<file path="src/rtl/vga_timing_generator_pkg.sv">
// Shared raster constants and helpers for the VGA timing slice.
// Holds the default 640x480@60 timing, the coordinate/frame-count types and
// small helpers used by the generator. Pattern modules reuse the visible
// extents from here.
package vga_timing_generator_pkg;

  localparam int unsigned CW  = 10;  // coordinate width
  localparam int unsigned FCW = 8;   // frame counter width

  typedef logic [CW-1:0]  coord_t;
  typedef logic [FCW-1:0] fcount_t;

  // Default 640x480 at 60 Hz from a 25 MHz pixel clock
  localparam int unsigned DEF_H_VISIBLE = 640;
  localparam int unsigned DEF_H_FRONT   = 16;
  localparam int unsigned DEF_H_SYNC    = 96;
  localparam int unsigned DEF_H_BACK    = 48;
  localparam int unsigned DEF_V_VISIBLE = 480;
  localparam int unsigned DEF_V_FRONT   = 10;
  localparam int unsigned DEF_V_SYNC    = 2;
  localparam int unsigned DEF_V_BACK    = 33;
  localparam logic        DEF_SYNC_ACTIVE = 1'b0;  // active-low syncs

  function automatic int unsigned total4(input int unsigned a, input int unsigned b,
                                         input int unsigned c, input int unsigned d);
    return a + b + c + d;
  endfunction

  // Drive level of a sync line given its polarity and whether it is asserted
  function automatic logic sync_level(input logic active, input logic asserted);
    return asserted ? active : ~active;
  endfunction

  // Half-open window test lo <= v < hi
  function automatic logic in_window(input coord_t v, input coord_t lo, input coord_t hi);
    return (v >= lo) && (v < hi);
  endfunction

endpackage

</file>
<file path="src/rtl/vga_timing_generator_if.sv">
// Raster timing bundle between the timing source and its consumers.
//   pixel_en    : clock enable into the generator
//   x, y        : current pixel column / line (raw counter values in blanking)
//   video_on    : inside the visible area
//   hsync/vsync : sync lines at the configured polarity
//   frame_start : strobe at pixel (0,0); line_end : strobe at last column
//   frame_count : frames completed, wraps
interface vga_timing_generator_if;
  import vga_timing_generator_pkg::*;

  logic    pixel_en;
  coord_t  x;
  coord_t  y;
  logic    video_on;
  logic    hsync;
  logic    vsync;
  logic    frame_start;
  logic    line_end;
  fcount_t frame_count;

  modport master (
    input  pixel_en,
    output x, y, video_on, hsync, vsync, frame_start, line_end, frame_count
  );

  modport slave (
    output pixel_en,
    input  x, y, video_on, hsync, vsync, frame_start, line_end, frame_count
  );

endinterface

</file>
<file path="src/rtl/vga_timing_generator_wrap_counter.sv">
// Modulo counter with enable and terminal-count flag.
//   clk, rst : clock, asynchronous active-high reset (count returns to 0)
//   en_i     : advance by one on the clock edge
//   count_o  : current count, 0..MODULUS-1
//   tc_o     : high while count_o == MODULUS-1 (independent of en_i)
module wrap_counter #(
  parameter int unsigned MODULUS = 800,
  parameter int unsigned WIDTH   = 10
) (
  input  logic             clk,
  input  logic             rst,
  input  logic             en_i,
  output logic [WIDTH-1:0] count_o,
  output logic             tc_o
);

  localparam logic [WIDTH-1:0] LAST = WIDTH'(MODULUS - 1);

  logic [WIDTH-1:0] count_q;
  logic [WIDTH-1:0] count_d;

  always_comb begin
    count_d = count_q;
    if (en_i) begin
      count_d = (count_q == LAST) ? '0 : count_q + WIDTH'(1);
    end
  end

  always_ff @(posedge clk or posedge rst) begin
    if (rst) begin
      count_q <= '0;
    end else begin
      count_q <= count_d;
    end
  end

  assign count_o = count_q;
  assign tc_o    = (count_q == LAST);

endmodule

</file>
<file path="src/rtl/vga_timing_generator.sv">
// VGA raster timing generator.
//   clock25MHz : pixel clock
//   reset      : asynchronous active-high reset
//   vga        : timing bundle (master side); pixel_en in, coordinates,
//                video_on, syncs, strobes and frame_count out
// Two wrap counters track the raster position; every output is registered
// from the same (hcnt, vcnt) so all of them describe one pixel and lag the
// counters by one enabled cycle.
module vga_timing_generator
  import vga_timing_generator_pkg::*;
#(
  parameter int unsigned H_VISIBLE   = DEF_H_VISIBLE,
  parameter int unsigned H_FRONT     = DEF_H_FRONT,
  parameter int unsigned H_SYNC      = DEF_H_SYNC,
  parameter int unsigned H_BACK      = DEF_H_BACK,
  parameter int unsigned V_VISIBLE   = DEF_V_VISIBLE,
  parameter int unsigned V_FRONT     = DEF_V_FRONT,
  parameter int unsigned V_SYNC      = DEF_V_SYNC,
  parameter int unsigned V_BACK      = DEF_V_BACK,
  parameter logic        SYNC_ACTIVE = DEF_SYNC_ACTIVE
) (
  input  logic             clock25MHz,
  input  logic             reset,
  vga_timing_generator_if.master vga
);

  localparam int unsigned H_TOTAL = total4(H_VISIBLE, H_FRONT, H_SYNC, H_BACK);
  localparam int unsigned V_TOTAL = total4(V_VISIBLE, V_FRONT, V_SYNC, V_BACK);

  localparam coord_t H_VIS    = coord_t'(H_VISIBLE);
  localparam coord_t V_VIS    = coord_t'(V_VISIBLE);
  localparam coord_t HS_START = coord_t'(H_VISIBLE + H_FRONT);
  localparam coord_t HS_END   = coord_t'(H_VISIBLE + H_FRONT + H_SYNC);
  localparam coord_t VS_START = coord_t'(V_VISIBLE + V_FRONT);
  localparam coord_t VS_END   = coord_t'(V_VISIBLE + V_FRONT + V_SYNC);

  coord_t hcnt;
  coord_t vcnt;
  logic   h_tc;
  logic   v_tc;

  wrap_counter #(.MODULUS(H_TOTAL), .WIDTH(CW)) u_hcnt (
    .clk     (clock25MHz),
    .rst     (reset),
    .en_i    (vga.pixel_en),
    .count_o (hcnt),
    .tc_o    (h_tc)
  );

  wrap_counter #(.MODULUS(V_TOTAL), .WIDTH(CW)) u_vcnt (
    .clk     (clock25MHz),
    .rst     (reset),
    .en_i    (vga.pixel_en & h_tc),
    .count_o (vcnt),
    .tc_o    (v_tc)
  );

  coord_t  x_q, x_d;
  coord_t  y_q, y_d;
  logic    video_on_q, video_on_d;
  logic    hsync_q, hsync_d;
  logic    vsync_q, vsync_d;
  logic    frame_start_q, frame_start_d;
  logic    line_end_q, line_end_d;
  fcount_t frame_count_q, frame_count_d;
  logic    seen_wrap_q, seen_wrap_d;  // a full frame has elapsed since reset
  logic    at_origin;

  always_comb begin
    at_origin     = (hcnt == '0) && (vcnt == '0);
    x_d           = x_q;
    y_d           = y_q;
    video_on_d    = video_on_q;
    hsync_d       = hsync_q;
    vsync_d       = vsync_q;
    frame_start_d = frame_start_q;
    line_end_d    = line_end_q;
    frame_count_d = frame_count_q;
    seen_wrap_d   = seen_wrap_q;
    if (vga.pixel_en) begin
      x_d           = hcnt;
      y_d           = vcnt;
      video_on_d    = (hcnt < H_VIS) && (vcnt < V_VIS);
      hsync_d       = sync_level(SYNC_ACTIVE, in_window(hcnt, HS_START, HS_END));
      vsync_d       = sync_level(SYNC_ACTIVE, in_window(vcnt, VS_START, VS_END));
      frame_start_d = at_origin;
      line_end_d    = h_tc;
      // The origin presented right after reset is not a completed frame
      if (at_origin && seen_wrap_q) begin
        frame_count_d = frame_count_q + FCW'(1);
      end
      if (h_tc && v_tc) begin
        seen_wrap_d = 1'b1;
      end
    end
  end

  always_ff @(posedge clock25MHz or posedge reset) begin
    if (reset) begin
      x_q           <= '0;
      y_q           <= '0;
      video_on_q    <= 1'b0;
      hsync_q       <= ~SYNC_ACTIVE;
      vsync_q       <= ~SYNC_ACTIVE;
      frame_start_q <= 1'b0;
      line_end_q    <= 1'b0;
      frame_count_q <= '0;
      seen_wrap_q   <= 1'b0;
    end else begin
      x_q           <= x_d;
      y_q           <= y_d;
      video_on_q    <= video_on_d;
      hsync_q       <= hsync_d;
      vsync_q       <= vsync_d;
      frame_start_q <= frame_start_d;
      line_end_q    <= line_end_d;
      frame_count_q <= frame_count_d;
      seen_wrap_q   <= seen_wrap_d;
    end
  end

  assign vga.x           = x_q;
  assign vga.y           = y_q;
  assign vga.video_on    = video_on_q;
  assign vga.hsync       = hsync_q;
  assign vga.vsync       = vsync_q;
  assign vga.frame_count = frame_count_q;
  // Strobe registers hold while disabled; gating with the live enable keeps
  // each strobe to exactly the enabled cycle in which its pixel is consumed.
  assign vga.frame_start = frame_start_q & vga.pixel_en;
  assign vga.line_end    = line_end_q & vga.pixel_en;

endmodule

</file>
<file path="src/flat_wrapper.sv">
// flat-port wrapper written by rule: the top's interface ports become plain ports
module vga_timing_generator_flat import vga_timing_generator_pkg::*;
#(
  parameter int unsigned H_VISIBLE   = DEF_H_VISIBLE,
  parameter int unsigned H_FRONT     = DEF_H_FRONT,
  parameter int unsigned H_SYNC      = DEF_H_SYNC,
  parameter int unsigned H_BACK      = DEF_H_BACK,
  parameter int unsigned V_VISIBLE   = DEF_V_VISIBLE,
  parameter int unsigned V_FRONT     = DEF_V_FRONT,
  parameter int unsigned V_SYNC      = DEF_V_SYNC,
  parameter int unsigned V_BACK      = DEF_V_BACK,
  parameter logic        SYNC_ACTIVE = DEF_SYNC_ACTIVE
)
  (clock25MHz, reset, vga_pixel_en, vga_x, vga_y, vga_video_on, vga_hsync, vga_vsync, vga_frame_start, vga_line_end, vga_frame_count);
  vga_timing_generator_if vga_i ();
  input  logic clock25MHz;
  input  logic reset;
  input wire logic [$bits(vga_i.pixel_en)-1:0] vga_pixel_en;
  output wire logic [$bits(vga_i.x)-1:0] vga_x;
  output wire logic [$bits(vga_i.y)-1:0] vga_y;
  output wire logic [$bits(vga_i.video_on)-1:0] vga_video_on;
  output wire logic [$bits(vga_i.hsync)-1:0] vga_hsync;
  output wire logic [$bits(vga_i.vsync)-1:0] vga_vsync;
  output wire logic [$bits(vga_i.frame_start)-1:0] vga_frame_start;
  output wire logic [$bits(vga_i.line_end)-1:0] vga_line_end;
  output wire logic [$bits(vga_i.frame_count)-1:0] vga_frame_count;
  assign vga_i.pixel_en = vga_pixel_en;
  assign vga_x = vga_i.x;
  assign vga_y = vga_i.y;
  assign vga_video_on = vga_i.video_on;
  assign vga_hsync = vga_i.hsync;
  assign vga_vsync = vga_i.vsync;
  assign vga_frame_start = vga_i.frame_start;
  assign vga_line_end = vga_i.line_end;
  assign vga_frame_count = vga_i.frame_count;
  vga_timing_generator #(.H_VISIBLE(H_VISIBLE), .H_FRONT(H_FRONT), .H_SYNC(H_SYNC), .H_BACK(H_BACK), .V_VISIBLE(V_VISIBLE), .V_FRONT(V_FRONT), .V_SYNC(V_SYNC), .V_BACK(V_BACK), .SYNC_ACTIVE(SYNC_ACTIVE)) u_core (.clock25MHz(clock25MHz), .reset(reset), .vga(vga_i));
endmodule
</file>
<file path="config.mk">
export PLATFORM = sky130hd
export DESIGN_NAME = vga_timing_generator_flat
export DESIGN_NICKNAME = d
export VERILOG_FILES = /design/src/rtl/vga_timing_generator_pkg.sv /design/src/rtl/vga_timing_generator_if.sv /design/src/rtl/vga_timing_generator_wrap_counter.sv /design/src/rtl/vga_timing_generator.sv /design/src/flat_wrapper.sv
export SDC_FILE = /design/constraint.sdc
export NUM_CORES = 1
export LEC_CHECK = 0
export BUFFER_PORTS_ARGS = -buffer_cell sky130_fd_sc_hd__buf_4
export CAP_MARGIN = 20
export CORE_ASPECT_RATIO = 0.5
export CORE_MARGIN = 5
export CORE_UTILIZATION = 51
export DETAILED_ROUTE_END_ITERATION = 16
export PLACE_DENSITY = 0.86
export SYNTH_ARGS = -nofsm -noshare
export SYNTH_HDL_FRONTEND = slang
export SYNTH_HIERARCHICAL = 1
export SYNTH_SLANG_ARGS = --single-unit
</file>
<file path="constraint.sdc">
create_clock -name clock25MHz -period 2.3 [get_ports clock25MHz]
set_clock_uncertainty 0.1 [all_clocks]
set_input_delay 0.345 -clock clock25MHz [delete_from_list [all_inputs] [get_ports clock25MHz]]
set_output_delay 0.345 -clock clock25MHz [all_outputs]
set_load 0.05 [all_outputs]
</file>
==> flow_summary_export.csv <==
group,metric,value,unit
run_status,status,"completed",
route,first_pass_iters,5,
power_and_ir_drop,leakagePower,1.466,nW
clock_network,clock-sinks,54,
setup_path,startpoint_type,"flip-flop",
grt,grt_pass1_wl,9.232,mm
setup_path,end_kind,"flip-flop",
grt,grt_pass1_vias,1845,
setup_path,critPathKind,"flip-flop to flip-flop",
synth,synth_commonest_cells,"dfrtp_1, mux2_2, nand2_1",
synth,synth_edf_count,0,
cells_and_area,nNetsFinal,274,
synth,async_flop_share,100.0,%
route,top_layer,"met4",
floorplan,dieArea,6504,um2
setup_path,r2r_cells,7,
synth,yosysSeqAreaShare,53.99,%
setup_path,crit_fanout,5,
grt,track_usage,18.61,%
grt,overflow,0,
synth,synth_top_area_cell,"dfrtp_1",
min_path,min_path_type,"primary input to flip-flop",
sta,maxSlewViolCount,0,
synth,ys_warn_count,6,
cells_and_area,multi_input_area,1114,um2
sta,fmax,0.4566,GHz
sta,setup_viol,0,
cells_and_area,antennaDiodeCount,0,
clock_network,clock_path_buffers,2,
route,postRouteWirelength,5.621,mm
floorplan,die_height,59.58,um
route,viasPerCell,5.746,
cells_and_area,drive_gt1_share,34.70,%
sta,finalHoldViolations,0,
synth,synth_area,2507,um2
setup_path,critPathBufInv,0,
clock_network,cts_tree,"built",
clock_network,clock_latency,320,ps
route,drt.antenna.violating_nets,0,
placed_design,port_buffers,35,
route,routed-wl-met2,2.791,mm
route,dr_wl_met3,261,um
sta,whs,303.3,ps
setup_path,critPathSlowestCell,"o31a_1",
floorplan,die_w,109.2,um
route,drtIter0Drc,115,
synth,synth.distinct_cells,43,
grt,grt_max_degree,35,
cells_and_area,seq_area,1354,um2
setup_path,crit_family,"simple AND/OR/NAND/NOR gates",
synth,synth_area_leaders,"dfrtp_1, mux2_2, xor2_1",
power_and_ir_drop,p_total,2.407,mW
min_path,worst_hold_path.num_cells,2,
synth,synth_seq_cells,54,
placed_design,routabilityCongestion,0.8653,
synth,synth_cells,215,
synth,syn_avg_cell_area,11.66,um2
sta,post-route-min-period,2190,ps
grt,antenna_found_initial,0,
synth,synth_nets,222,
placed_design,dp_slack,94.06,ps
sta,post-route-period-util,95.23,%
route,remaining_drc_errors,0,
clock_network,numCtsBuffers,5,
power_and_ir_drop,pwr_density_cell,772.5,nW/um2
setup_path,cp.arrival,2280,ps
route,met1_length,2.416,mm
route,vias,1942,
power_and_ir_drop,ir_drop,0.0004226,V
synth,synth_top_cell_area_share,51.90,%
synth,synth.most_common_cell,"dfrtp_1",
sta,slew-limit-headroom,62.98,%
job,maxCapViolations,0,
sta,rsz0062_at_grt,"false",
sta,tightest_slew,550.2,ps
floorplan,io_pins,36,
setup_path,cp.depth,7,
setup_path,slowest_delay,380,ps
cells_and_area,area_growth,24.25,%
clock_network,cts_root_buffer,"clkbuf_8",
route,routedWlPerCell,16.63,um
clock_network,clkTransAtPathRegs,100,ps
cells_and_area,fin_area,3115,um2
floorplan,rows,18,
floorplan,start_util,51.78,%
clock_network,h-tree-depth,2,
placed_design,dpl.hpwl,3.828,mm
cells_and_area,fill_cells,365,
sta,finalWorstSetupSlack,109.8,ps
floorplan,core-area,4842,um2
setup_path,critical_path_required,2390,ps
synth,ys.flop_type,"dfrtp_1",
placed_design,placed_area,2944,um2
setup_path,crit_path_cell_trace,"ha_1 > nand2_1 > nor4_4 > and2_4 > nand4_1 > o31a_1 > a2bb2oi_1",
sta,tns,0,ps
[metrics by stage]
step	cells	util (%)
global placement	329	60.80
global route	338	64.34
floorplan	215	-
detailed placement	329	60.80
CTS	338	63.85
finish	338	64.34
[power by group]
part / total, mW / internal [mW] / switching [mW]
Combinational: 0.495 / 0.173 / 0.322
Sequential: 1.15 / 1.04 / 0.111
Clock: 0.762 / 0.436 / 0.326
Total: 2.41 / 1.65 / 0.759
[worst paths after layout]
path | slack [ps] | startpoint | endpoint
min in group asynchronous | 470 | reset | u_core/u_vcnt/count_o[7]$_DFFE_PP0P_
min reg2reg | 380 | u_core/vga.frame_count[7]$_DFFE_PP0P_ | u_core/vga.frame_count[7]$_DFFE_PP0P_
max reg2reg | 110 | u_core/u_hcnt/count_o[0]$_DFFE_PP0P_ | u_core/u_vcnt/count_o[9]$_DFFE_PP0P_
min | 300 | vga_pixel_en | u_core/vga.y[3]$_DFFE_PP0P_
max in group asynchronous | 1180 | reset | u_core/vga.hsync$_DFFE_PP1P_
max | 110 | u_core/u_hcnt/count_o[0]$_DFFE_PP0P_ | u_core/u_vcnt/count_o[9]$_DFFE_PP0P_
[kinds of logic (layout without fill, tap and decap cells)]
logic type                 after synthesis  in the layout  synth area share [%]
adders and majority gates                4              4                 1.996
DFF                                     54             54                 53.99
buffers and inverters                   17             70                 2.545
and+or+nand+nor                         78             78                 19.61
muxes                                   23             23                 10.48
AOI/OAI and AO/OA                       23             23                 5.789
xor gates and xnor gates                16             16                 5.589
[placed cells by master, fill, tap and decap left out, types with 3 or more instances in the layout]
cell type / count
inv_1: 12
dfrtp_1: 52
o21ai_0: 10
nor3_1: 8
xor2_1: 13
nand3_1: 6
o22ai_1: 3
clkbuf_8: 5
nand2_1: 19
nand4_1: 11
nor4_1: 5
mux2_2: 22
ha_1: 4
nor4_2: 3
nand2b_1: 3
xnor2_1: 3
nor2_1: 4
buf_4: 49
[layout make-up]
cell class,count,share of cell area (%)
sequential,54,43.45
multi-input combinational,144,35.74
timing repair buffer,50,12.13
tap,70,2.811
clock buffer,5,2.209
clock inverter,3,2.209
inverter,12,1.446
[flip-flops by register name (all words and copies together), names as in the netlist]
| signal | flops |
|---|---|
| u_core/frame_start_q | 1 |
| u_core/line_end_q | 1 |
| u_core/seen_wrap_q | 1 |
| u_core/u_hcnt/count_o | 10 |
| u_core/u_vcnt/count_o | 10 |
| u_core/vga.frame_count | 8 |
| u_core/vga.hsync | 1 |
| u_core/vga.video_on | 1 |
| u_core/vga.vsync | 1 |
| u_core/vga.x | 10 |
| u_core/vga.y | 10 |
[repair_timing]
item,CTS,global route
hold buffers,1,0
endpoints found under the hold margin,20,0
resized for setup,0,4
setup endpoints to repair,0,2
buffers inserted,0,0
[layer usage]
metal	up-vias	global-route usage [%]
met2	70	29.58
met3	18	3.808
met4	0	9.173
li1	885	-
met1	969	24.62
met5	-	0
Power figures use the tool's default switching activity.
